`src/rtl/mem_arb_pkg.sv`:
```
// Shared types and default widths for the memory arbiter and the memory it fronts.
package mem_arb_pkg;

  localparam int unsigned MEM_ADDR_W = 7;
  localparam int unsigned MEM_DATA_W = 32;

  typedef enum logic [1:0] {
    ST_IDLE   = 2'd0,
    ST_PULSE  = 2'd1,
    ST_SAMPLE = 2'd2,
    ST_RESP   = 2'd3
  } state_t;

  typedef enum logic {
    OWN_IF = 1'b0,
    OWN_D  = 1'b1
  } owner_t;

endpackage

```
`src/rtl/mem_arbiter_if.sv`:
```
// Requester and memory-side bus of the arbiter; master is the arbiter's view.
interface mem_arbiter_if #(
  parameter int unsigned ADDR_W = mem_arb_pkg::MEM_ADDR_W,
  parameter int unsigned DATA_W = mem_arb_pkg::MEM_DATA_W
);
  logic              if_req;
  logic [ADDR_W-1:0] if_addr;
  logic              if_ack;
  logic [DATA_W-1:0] if_rdata;
  logic              d_req;
  logic              d_we;
  logic [ADDR_W-1:0] d_addr;
  logic [DATA_W-1:0] d_wdata;
  logic              d_ack;
  logic [DATA_W-1:0] d_rdata;
  logic [ADDR_W-1:0] mem_address;
  logic [DATA_W-1:0] mem_writeData;
  logic              mem_trigWrite;
  logic              mem_trigRead;
  logic [DATA_W-1:0] mem_readData;
  logic              busy;

  modport master (
    input  if_req, if_addr, d_req, d_we, d_addr, d_wdata, mem_readData,
    output if_ack, if_rdata, d_ack, d_rdata, mem_address, mem_writeData,
           mem_trigWrite, mem_trigRead, busy
  );

  modport slave (
    output if_req, if_addr, d_req, d_we, d_addr, d_wdata, mem_readData,
    input  if_ack, if_rdata, d_ack, d_rdata, mem_address, mem_writeData,
           mem_trigWrite, mem_trigRead, busy
  );
endinterface

```
`src/rtl/mem_arb_pick.sv`:
```
// Grant decision: data wins ties unless its streak has starved fetch long enough.
module mem_arb_pick
  import mem_arb_pkg::*;
(
  input  logic   if_req,
  input  logic   d_req,
  input  logic   streak_full,
  output owner_t owner,
  output logic   valid
);

  always_comb begin
    owner = OWN_IF;
    valid = if_req | d_req;
    if (d_req && !(if_req && streak_full)) owner = OWN_D;
  end

endmodule

```
`src/rtl/mem_arbiter.sv`:
```
// Two-port sequencer in front of the single-ported memory: arbitrates fetch vs
// load/store, generates trig strobes around stable address/data, returns acks.
module mem_arbiter
  import mem_arb_pkg::*;
#(
  parameter int unsigned ADDR_W          = MEM_ADDR_W,
  parameter int unsigned DATA_W          = MEM_DATA_W,
  parameter int unsigned TRIG_CYCLES     = 1,
  parameter int unsigned MAX_DATA_STREAK = 4
) (
  input  logic          clk,
  input  logic          reset,
  mem_arbiter_if.master bus
);

  localparam int unsigned CNT_W = (TRIG_CYCLES > 1) ? $clog2(TRIG_CYCLES) : 1;
  localparam int unsigned STK_W = $clog2(MAX_DATA_STREAK + 1);

  state_t            state, state_n;
  logic [CNT_W-1:0]  cnt, cnt_n;
  owner_t            own, own_n;
  logic              we, we_n;
  logic [ADDR_W-1:0] addr, addr_n;
  logic [DATA_W-1:0] wdata, wdata_n;
  logic [DATA_W-1:0] rdata, rdata_n;
  logic [STK_W-1:0]  streak, streak_n;
  logic              if_ack, if_ack_n, d_ack, d_ack_n;
  logic              trig_rd, trig_rd_n, trig_wr, trig_wr_n;
  logic              busy, busy_n;

  owner_t pick_owner;
  logic   pick_valid;
  logic   streak_full;

  assign streak_full = (streak == STK_W'(MAX_DATA_STREAK));

  mem_arb_pick u_pick (
    .if_req      (bus.if_req),
    .d_req       (bus.d_req),
    .streak_full (streak_full),
    .owner       (pick_owner),
    .valid       (pick_valid)
  );

  // Next state, transaction latches, and next values of the registered outputs.
  always_comb begin
    state_n  = state;
    cnt_n    = cnt;
    own_n    = own;
    we_n     = we;
    addr_n   = addr;
    wdata_n  = wdata;
    rdata_n  = rdata;
    streak_n = streak;
    case (state)
      ST_IDLE: begin
        if (pick_valid) begin
          state_n = ST_PULSE;
          cnt_n   = '0;
          own_n   = pick_owner;
          if (pick_owner == OWN_D) begin
            addr_n   = bus.d_addr;
            we_n     = bus.d_we;
            wdata_n  = bus.d_wdata;
            streak_n = !bus.if_req ? '0 :
                       (streak_full ? streak : streak + STK_W'(1));
          end else begin
            addr_n   = bus.if_addr;
            we_n     = 1'b0;
            streak_n = '0;
          end
        end
      end
      ST_PULSE: begin
        if (cnt == CNT_W'(TRIG_CYCLES - 1)) state_n = ST_SAMPLE;
        else                                cnt_n   = cnt + CNT_W'(1);
      end
      ST_SAMPLE: begin
        state_n = ST_RESP;
        if (!we) rdata_n = bus.mem_readData;
      end
      default: state_n = ST_IDLE;
    endcase

    busy_n    = (state_n != ST_IDLE);
    trig_rd_n = (state_n == ST_PULSE) && !we_n;
    trig_wr_n = (state_n == ST_PULSE) &&  we_n;
    if_ack_n  = (state_n == ST_RESP) && (own_n == OWN_IF);
    d_ack_n   = (state_n == ST_RESP) && (own_n == OWN_D);
  end

  always_ff @(posedge clk) begin
    if (reset) begin
      state   <= ST_IDLE;
      cnt     <= '0;
      own     <= OWN_IF;
      we      <= 1'b0;
      addr    <= '0;
      wdata   <= '0;
      rdata   <= '0;
      streak  <= '0;
      if_ack  <= 1'b0;
      d_ack   <= 1'b0;
      trig_rd <= 1'b0;
      trig_wr <= 1'b0;
      busy    <= 1'b0;
    end else begin
      state   <= state_n;
      cnt     <= cnt_n;
      own     <= own_n;
      we      <= we_n;
      addr    <= addr_n;
      wdata   <= wdata_n;
      rdata   <= rdata_n;
      streak  <= streak_n;
      if_ack  <= if_ack_n;
      d_ack   <= d_ack_n;
      trig_rd <= trig_rd_n;
      trig_wr <= trig_wr_n;
      busy    <= busy_n;
    end
  end

  assign bus.if_ack        = if_ack;
  assign bus.d_ack         = d_ack;
  assign bus.if_rdata      = rdata;
  assign bus.d_rdata       = rdata;
  assign bus.mem_address   = addr;
  assign bus.mem_writeData = wdata;
  assign bus.mem_trigRead  = trig_rd;
  assign bus.mem_trigWrite = trig_wr;
  assign bus.busy          = busy;

endmodule

```
`src/flat_wrapper.sv`:
```
// flat-port wrapper written by rule: the top's interface ports become plain ports
module mem_arbiter_flat import mem_arb_pkg::*;
#(
  parameter int unsigned ADDR_W          = MEM_ADDR_W,
  parameter int unsigned DATA_W          = MEM_DATA_W,
  parameter int unsigned TRIG_CYCLES     = 1,
  parameter int unsigned MAX_DATA_STREAK = 4
)
  (clk, reset, bus_if_req, bus_if_addr, bus_d_req, bus_d_we, bus_d_addr, bus_d_wdata, bus_mem_readData, bus_if_ack, bus_if_rdata, bus_d_ack, bus_d_rdata, bus_mem_address, bus_mem_writeData, bus_mem_trigWrite, bus_mem_trigRead, bus_busy);
  mem_arbiter_if #(.ADDR_W(ADDR_W), .DATA_W(DATA_W)) bus_i ();
  input  logic clk;
  input  logic reset;
  input wire logic [$bits(bus_i.if_req)-1:0] bus_if_req;
  input wire logic [$bits(bus_i.if_addr)-1:0] bus_if_addr;
  input wire logic [$bits(bus_i.d_req)-1:0] bus_d_req;
  input wire logic [$bits(bus_i.d_we)-1:0] bus_d_we;
  input wire logic [$bits(bus_i.d_addr)-1:0] bus_d_addr;
  input wire logic [$bits(bus_i.d_wdata)-1:0] bus_d_wdata;
  input wire logic [$bits(bus_i.mem_readData)-1:0] bus_mem_readData;
  output wire logic [$bits(bus_i.if_ack)-1:0] bus_if_ack;
  output wire logic [$bits(bus_i.if_rdata)-1:0] bus_if_rdata;
  output wire logic [$bits(bus_i.d_ack)-1:0] bus_d_ack;
  output wire logic [$bits(bus_i.d_rdata)-1:0] bus_d_rdata;
  output wire logic [$bits(bus_i.mem_address)-1:0] bus_mem_address;
  output wire logic [$bits(bus_i.mem_writeData)-1:0] bus_mem_writeData;
  output wire logic [$bits(bus_i.mem_trigWrite)-1:0] bus_mem_trigWrite;
  output wire logic [$bits(bus_i.mem_trigRead)-1:0] bus_mem_trigRead;
  output wire logic [$bits(bus_i.busy)-1:0] bus_busy;
  assign bus_i.if_req = bus_if_req;
  assign bus_i.if_addr = bus_if_addr;
  assign bus_i.d_req = bus_d_req;
  assign bus_i.d_we = bus_d_we;
  assign bus_i.d_addr = bus_d_addr;
  assign bus_i.d_wdata = bus_d_wdata;
  assign bus_i.mem_readData = bus_mem_readData;
  assign bus_if_ack = bus_i.if_ack;
  assign bus_if_rdata = bus_i.if_rdata;
  assign bus_d_ack = bus_i.d_ack;
  assign bus_d_rdata = bus_i.d_rdata;
  assign bus_mem_address = bus_i.mem_address;
  assign bus_mem_writeData = bus_i.mem_writeData;
  assign bus_mem_trigWrite = bus_i.mem_trigWrite;
  assign bus_mem_trigRead = bus_i.mem_trigRead;
  assign bus_busy = bus_i.busy;
  mem_arbiter #(.ADDR_W(ADDR_W), .DATA_W(DATA_W), .TRIG_CYCLES(TRIG_CYCLES), .MAX_DATA_STREAK(MAX_DATA_STREAK)) u_core (.clk(clk), .reset(reset), .bus(bus_i));
endmodule
```
`config.mk`:
```
export PLATFORM = sky130hd
export DESIGN_NAME = mem_arbiter_flat
export DESIGN_NICKNAME = d
export VERILOG_FILES = /design/src/rtl/mem_arb_pkg.sv /design/src/rtl/mem_arbiter_if.sv /design/src/rtl/mem_arb_pick.sv /design/src/rtl/mem_arbiter.sv /design/src/flat_wrapper.sv
export SDC_FILE = /design/constraint.sdc
export NUM_CORES = 1
export LEC_CHECK = 0
export ABC_AREA = 1
export BUFFER_PORTS_ARGS = -buffer_cell sky130_fd_sc_hd__buf_4
export CORE_MARGIN = 1.5
export CORE_UTILIZATION = 48
export CTS_CLUSTER_SIZE = 16
export DETAILED_ROUTE_END_ITERATION = 8
export GPL_ROUTABILITY_DRIVEN = 0
export GPL_TIMING_DRIVEN = 0
export PLACE_DENSITY = 0.93
export RECOVER_POWER = 50
export SLEW_MARGIN = 10
export SYNTH_ARGS = -nofsm -noshare
export SYNTH_HDL_FRONTEND = slang
export SYNTH_SLANG_ARGS = --single-unit
```
`constraint.sdc`:
```
create_clock -name clk -period 2.9 [get_ports clk]
set_input_delay 0.435 -clock clk [delete_from_list [all_inputs] [get_ports clk]]
set_output_delay 0.435 -clock clk [all_outputs]
set_load 0.005 [all_outputs]
```
* After elaboration in Yosys (flattened, before gate mapping) *
Cells that the tools add are included.

storage, ports and cells
  register bits after elaboration = 84
  input port bits = 83
  logic and storage cells = 57

cells by class
  mux-type cells = 16
  equal/unequal tests = 7
  add/sub/neg operators = 2
  bitwise logic cells = 3
  reductions and logical operators = 16

operators by type and width
  kind                 count
  $mux 3               3
  $mux 1               8
  $mux 7               1
  $logic_and 1x1->1    6
  $pmux 2 s3           1
  $reduce_and 2->1     3
  $reduce_and 3->1     2
  $eq 2x1->1 const B   2
  $eq 2x2->1 const B   2
  $mux 2               2
  $reduce_bool 2->1    2
  $add 3x1->3 const B  1
  $eq 3x3->1 const B   1
  $ne 3x3->1 const B   1
  $logic_not 1->1      2
  $logic_not 2->1      1
  $ne 2x1->1 const B   1
  $not 1->1            2
  $pmux 1 s2           1
  $add 1x1->1 const B  1
  $or 1x1->1           1

* Longest topological paths before layout *
  word-level depth = 10
  gate-level depth with buffers = 9
  mapped depth without buffers = 8

* Hierarchy *
A second synthesis with hierarchy kept.

unflattened totals
  cell total of the unflattened synthesis = 437
  area total of the unflattened synthesis = 3,438.3 sq um

by module, submodules not included
  module        cells each  times used  area each (sq um)  seq. area each (sq um)
  mem_arbiter   434         1           3,423.3            1,661.6
  mem_arb_pick  3           1           15.0               0.0

* Worst setup path after synthesis *
Ideal clock, no wire load.

  path kind = reg2reg
  start point = register u_core.state[1]
  end point = register u_core.busy (netlist: u_core.bus.busy)
  path buffers = 1
  cell stages (with the launch flop) = 8
  slack = 1.615 ns
  clock period less this slack = 1.285 ns
  arrival time = 1.155 ns
  required time = 2.771 ns
  path through = dfxtp_1 > inv_1 > ha_1 > buf_2 > o21ai_0 > nand2_1 > nand2_1 > o21ai_0

between the ends
  cells in the longest elaborated chain, start to end = 3
  elaborated cells on any way between the ends = 7
  those cells by class = eq/ne (2); mux (3); reduce/logical (2)

ends and longest elaborated chain
  item                                RTL line            text
  from (decl)                         mem_arbiter.sv:19   state_t state, state_n;
  from (signal assigned)              mem_arbiter.sv:108  state <= state_n;
  $eq 2x2->1 (tied with other cells)  mem_arbiter.sv:55   case (state)
  $pmux 2 s3 (*)                      mem_arbiter.sv:55
  $reduce_bool 2->1 (*)               mem_arbiter.sv:85   busy_n = (state_n != ST_IDLE);
  to (signal assigned)                mem_arbiter.sv:120  busy <= busy_n;
  to (decl)                           mem_arbiter.sv:29   logic busy, busy_n;

Mark *: on every way between the ends. The rest lies on a longest branch, timed or not.
A chain may end at the register's enable or synchronous reset.

* Worst setup path in the final report *
  start point = register u_core.state[0]
  end point = register u_core.rdata[5] (netlist: u_core.bus.d_rdata[5])

between the ends
  cells in the longest elaborated chain, start to end = 2

ends and longest elaborated chain
  item                        RTL line            text
  $eq 2x2->1                  mem_arbiter.sv:55
  $reduce_and 2->1 (no line)  -
  to (signal assigned)        mem_arbiter.sv:114  rdata <= rdata_n;
  to (decl)                   mem_arbiter.sv:25   logic [DATA_W-1:0] rdata, rdata_n;

Every way passes these cells.

==> key figures <==
Status
  • Status: complete, no violations

GRT
  • Overflow after GRT: 0
  • First-pass GRT wire length: 15.8 mm
  • Initial antenna violation count: 0
  • Largest net degree at the start of global routing: 15
  • Vias in the first global route: 3468
  • GR Util All Layers: 25.9%

Cells and area
  • Most common cell after layout, fill and taps aside: buf_4
  • Storage element area: 1660 um2
  • Area Overhead vs Synth: 48.3%
  • Layout cells sized above 1: 37.1%
  • Area occupied by multi-input gates: 1310 um2
  • Fill count: 520
  • Commonest non-fill, non-tap cells in the layout: 129 x buf_4, 90 x nor2_1, 83 x dfxtp_1
  • Antenna cell count: 0
  • Final Net Count: 733
  • Cell Count, Final, Fillers Out: 746
  • Util after Layout: 74.6%

Worst setup path
  • Kind of critical path: reg2reg
  • WP buf/inv: 4
  • R2R Path Start: u_core.state[0]
  • Crit. End Element: register
  • Worst path cell trace: inv_1, ha_1, inv_1, nor2_1, inv_1, buf_2, nor2_1, nor2_1
  • Worst-path maximum fanout: 10
  • Crit-path slowest cell: dfxtp_1
  • R2R Setup Slk: 1.24 ns
  • CP peak stage delay: 0.33 ns
  • RR Endpoint: u_core.bus.d_rdata[5]
  • R2R depth: 8
  • CP arrival: 1.89 ns
  • Crit-path leading delay family: buffers and inverters
  • Worst setup SP type: register
  • Worst path required time: 3.13 ns

STA
  • Final worst slack: 1.24 ns
  • Slew Limit Fails: 0
  • Max Clock Skew: 0.0114 ns
  • Max_slew headroom: 68.2%
  • RSZ-0062 raised after global routing: false
  • Final setup viols: 0
  • Worst slew pin tran: 0.476 ns
  • Final setup TNS: 0 ns
  • Final Hold Fails: 0
  • Fin crit period: 1.66 ns
  • Final worst-path cycle share: 57.3%
  • Achievable Freq: 602 MHz
  • Worst hold slack: 0.308 ns

Min path
  • Cells on Worst Hold Path: 3
  • Worst Hold Launch: bus_mem_readData[4]
  • Worst Hold Class: in2reg
  • Hold endpoint: u_core.bus.d_rdata[4]

Logic synthesis
  • Largest area contributor in the netlist: dfxtp_1
  • Top cell type's share of synthesized area: 48.1%
  • Syn Inst Count: 445
  • Synth warn: 0
  • Avg Synthesized Cell Area: 7.76 um2
  • Area contributors post-synth: dfxtp_1 48%, nor2_1 9.8%, buf_4 7.4%
  • Area of the mapped netlist: 3450 um2
  • Synth Register Bits: 83
  • Syn Nets: 533
  • Sequential fraction of the synthesis area: 48.1%
  • Cell variety after synth: 18

Floorplan
  • Num ports: 191
  • Initial core utilization: 50.3%
  • Die area: 7710 um2
  • Die Ht: 87.8 um
  • Die Wd: 87.8 um
  • Core box area: 6870 um2
  • Num rows: 30

Place
  • Dpl cells: 730
  • IO Port Bufs: 189
  • Dpl ws: 1.24 ns
  • DP HPWL: 7.76 mm

Clock network
  • CTS tree: yes
  • Clock Pin Slew Worst Setup and Hold Paths: 0.09 ns
  • Post-CTS sizing: 0
  • Depth of the CTS H-tree: 3
  • Clock buffer count from CTS: 9
  • CTS Buffer Depth: 2
  • Clock root cell: clkbuf_8
  • Later-pin clock latency in the skew report: 0.35 ns
  • Clk sink count: 83
  • Post-CTS Hold Buffers: 0
  • Post-CTS setup buffers: 0

Detailed routing
  • Detailed-route via count: 3709
  • Post-route DRC: 0
  • Pre-antenna DRT Iters: 4
  • Drt first-iter violations: 123
  • DR WL/cell: 13.6 um
  • Drt via density: 4.97
  • Routed WL: 10.1 mm
  • Final ANT Viol Nets: 0

Pwr
  • Max VDD drop: 488 uV
  • Leakage power: 0.00249 uW
  • Pwr/cell area: 838 nW/um2

Job
  • Max-Cap Viols: 0
==> through the flow <==
stage,instance area [um2],total power (uW)
2_1_floorplan,3450,2620
3_3_place_gp,4990,3490
3_5_place_dp,4990,3580
4_1_cts,5190,4390
5_1_grt,5120,4610
6_report,5120,4290
==> cell usage after synthesis <==
| master | instances |
|---|---|
| nand3_2 | 2 |
| nor2_4 | 1 |
| nor2_1 | 90 |
| nor2_2 | 1 |
| buf_2 | 13 |
| buf_4 | 34 |
| ha_1 | 5 |
| buf_1 | 1 |
| a21oi_1 | 36 |
| xnor2_1 | 1 |
| clkbuf_1 | 12 |
| buf_6 | 3 |
| o21ai_0 | 36 |
| dfxtp_1 | 83 |
| nand4_1 | 35 |
| nand3_1 | 15 |
| nand2_1 | 55 |
| inv_1 | 22 |
==> routing by layer <==
metal | vias to the layer above | GRT usage [%] | routed length (um)
li1 | 1834 | - | -
met1 | 1700 | 29.0 | 3810
met2 | 165 | 47.4 | 5250
met3 | 10 | 6.41 | 952
met4 | 0 | 9.24 | 113
met5 | - | 0 | 0
==> final cells by class <==
type	count	area share (%)
tap	96	2.34
timing repair buffer	189	26.4
sequential	83	32.4
clock inverter	6	1.29
multi-input combinational	277	25.5
buffer	63	7.86
inverter	22	1.61
clock buffer	10	2.49
==> worst max-delay path by stage <==
stage                          startpoint                     to  slack (ns)  depth (start not counted)
final                     u_core.state[0]  u_core.bus.d_rdata[5]        1.24                          8
after floorplan           u_core.state[1]        u_core.bus.busy        1.62                          7
after detailed placement  u_core.state[0]  u_core.bus.d_rdata[5]        1.24                          8
after CTS                 u_core.state[0]  u_core.bus.d_rdata[5]        1.22                          8
after global placement    u_core.state[0]  u_core.bus.d_rdata[5]        1.27                          8
after global routing      u_core.state[0]  u_core.bus.d_rdata[5]        1.03                          7
==> sequential cells by signal, indices dropped and copies added (netlist names), 2 cells and up <==
name and count:
u_core.bus.mem_address 7, u_core.streak 3, u_core.bus.mem_writeData 32, u_core.bus.d_rdata 32, u_core.state 2
==> cells by family after synthesis <==
logic type                 after synthesis  share of synthesized area, %
AOI/OAI and AO/OA                       72                          10.4
xor gates and xnor gates                 1                         0.254
adders and majority gates                5                          1.81
and+or+nand+nor                        199                          25.4
buffers and inverters                   85                          14.1
DFF                                     83                          48.1
==> worst register-to-register path: cells and delay by family, from the launching register on <==
family	cells	cell delay (ns)
flops	1	0.33
fa+ha+maj	1	0.16
simple gates	3	0.52
buf+inv	4	0.54
==> power breakdown <==
part           total, uW  internal [uW]  switching (uW)  leakage (uW)
sequential          1630           1440             194      0.000680
combinational       1840            952             893       0.00172
clock                813            398             415     0.0000885
total               4290           2790            1500       0.00249
No activity file was read; power rests on OpenSTA's default activity.
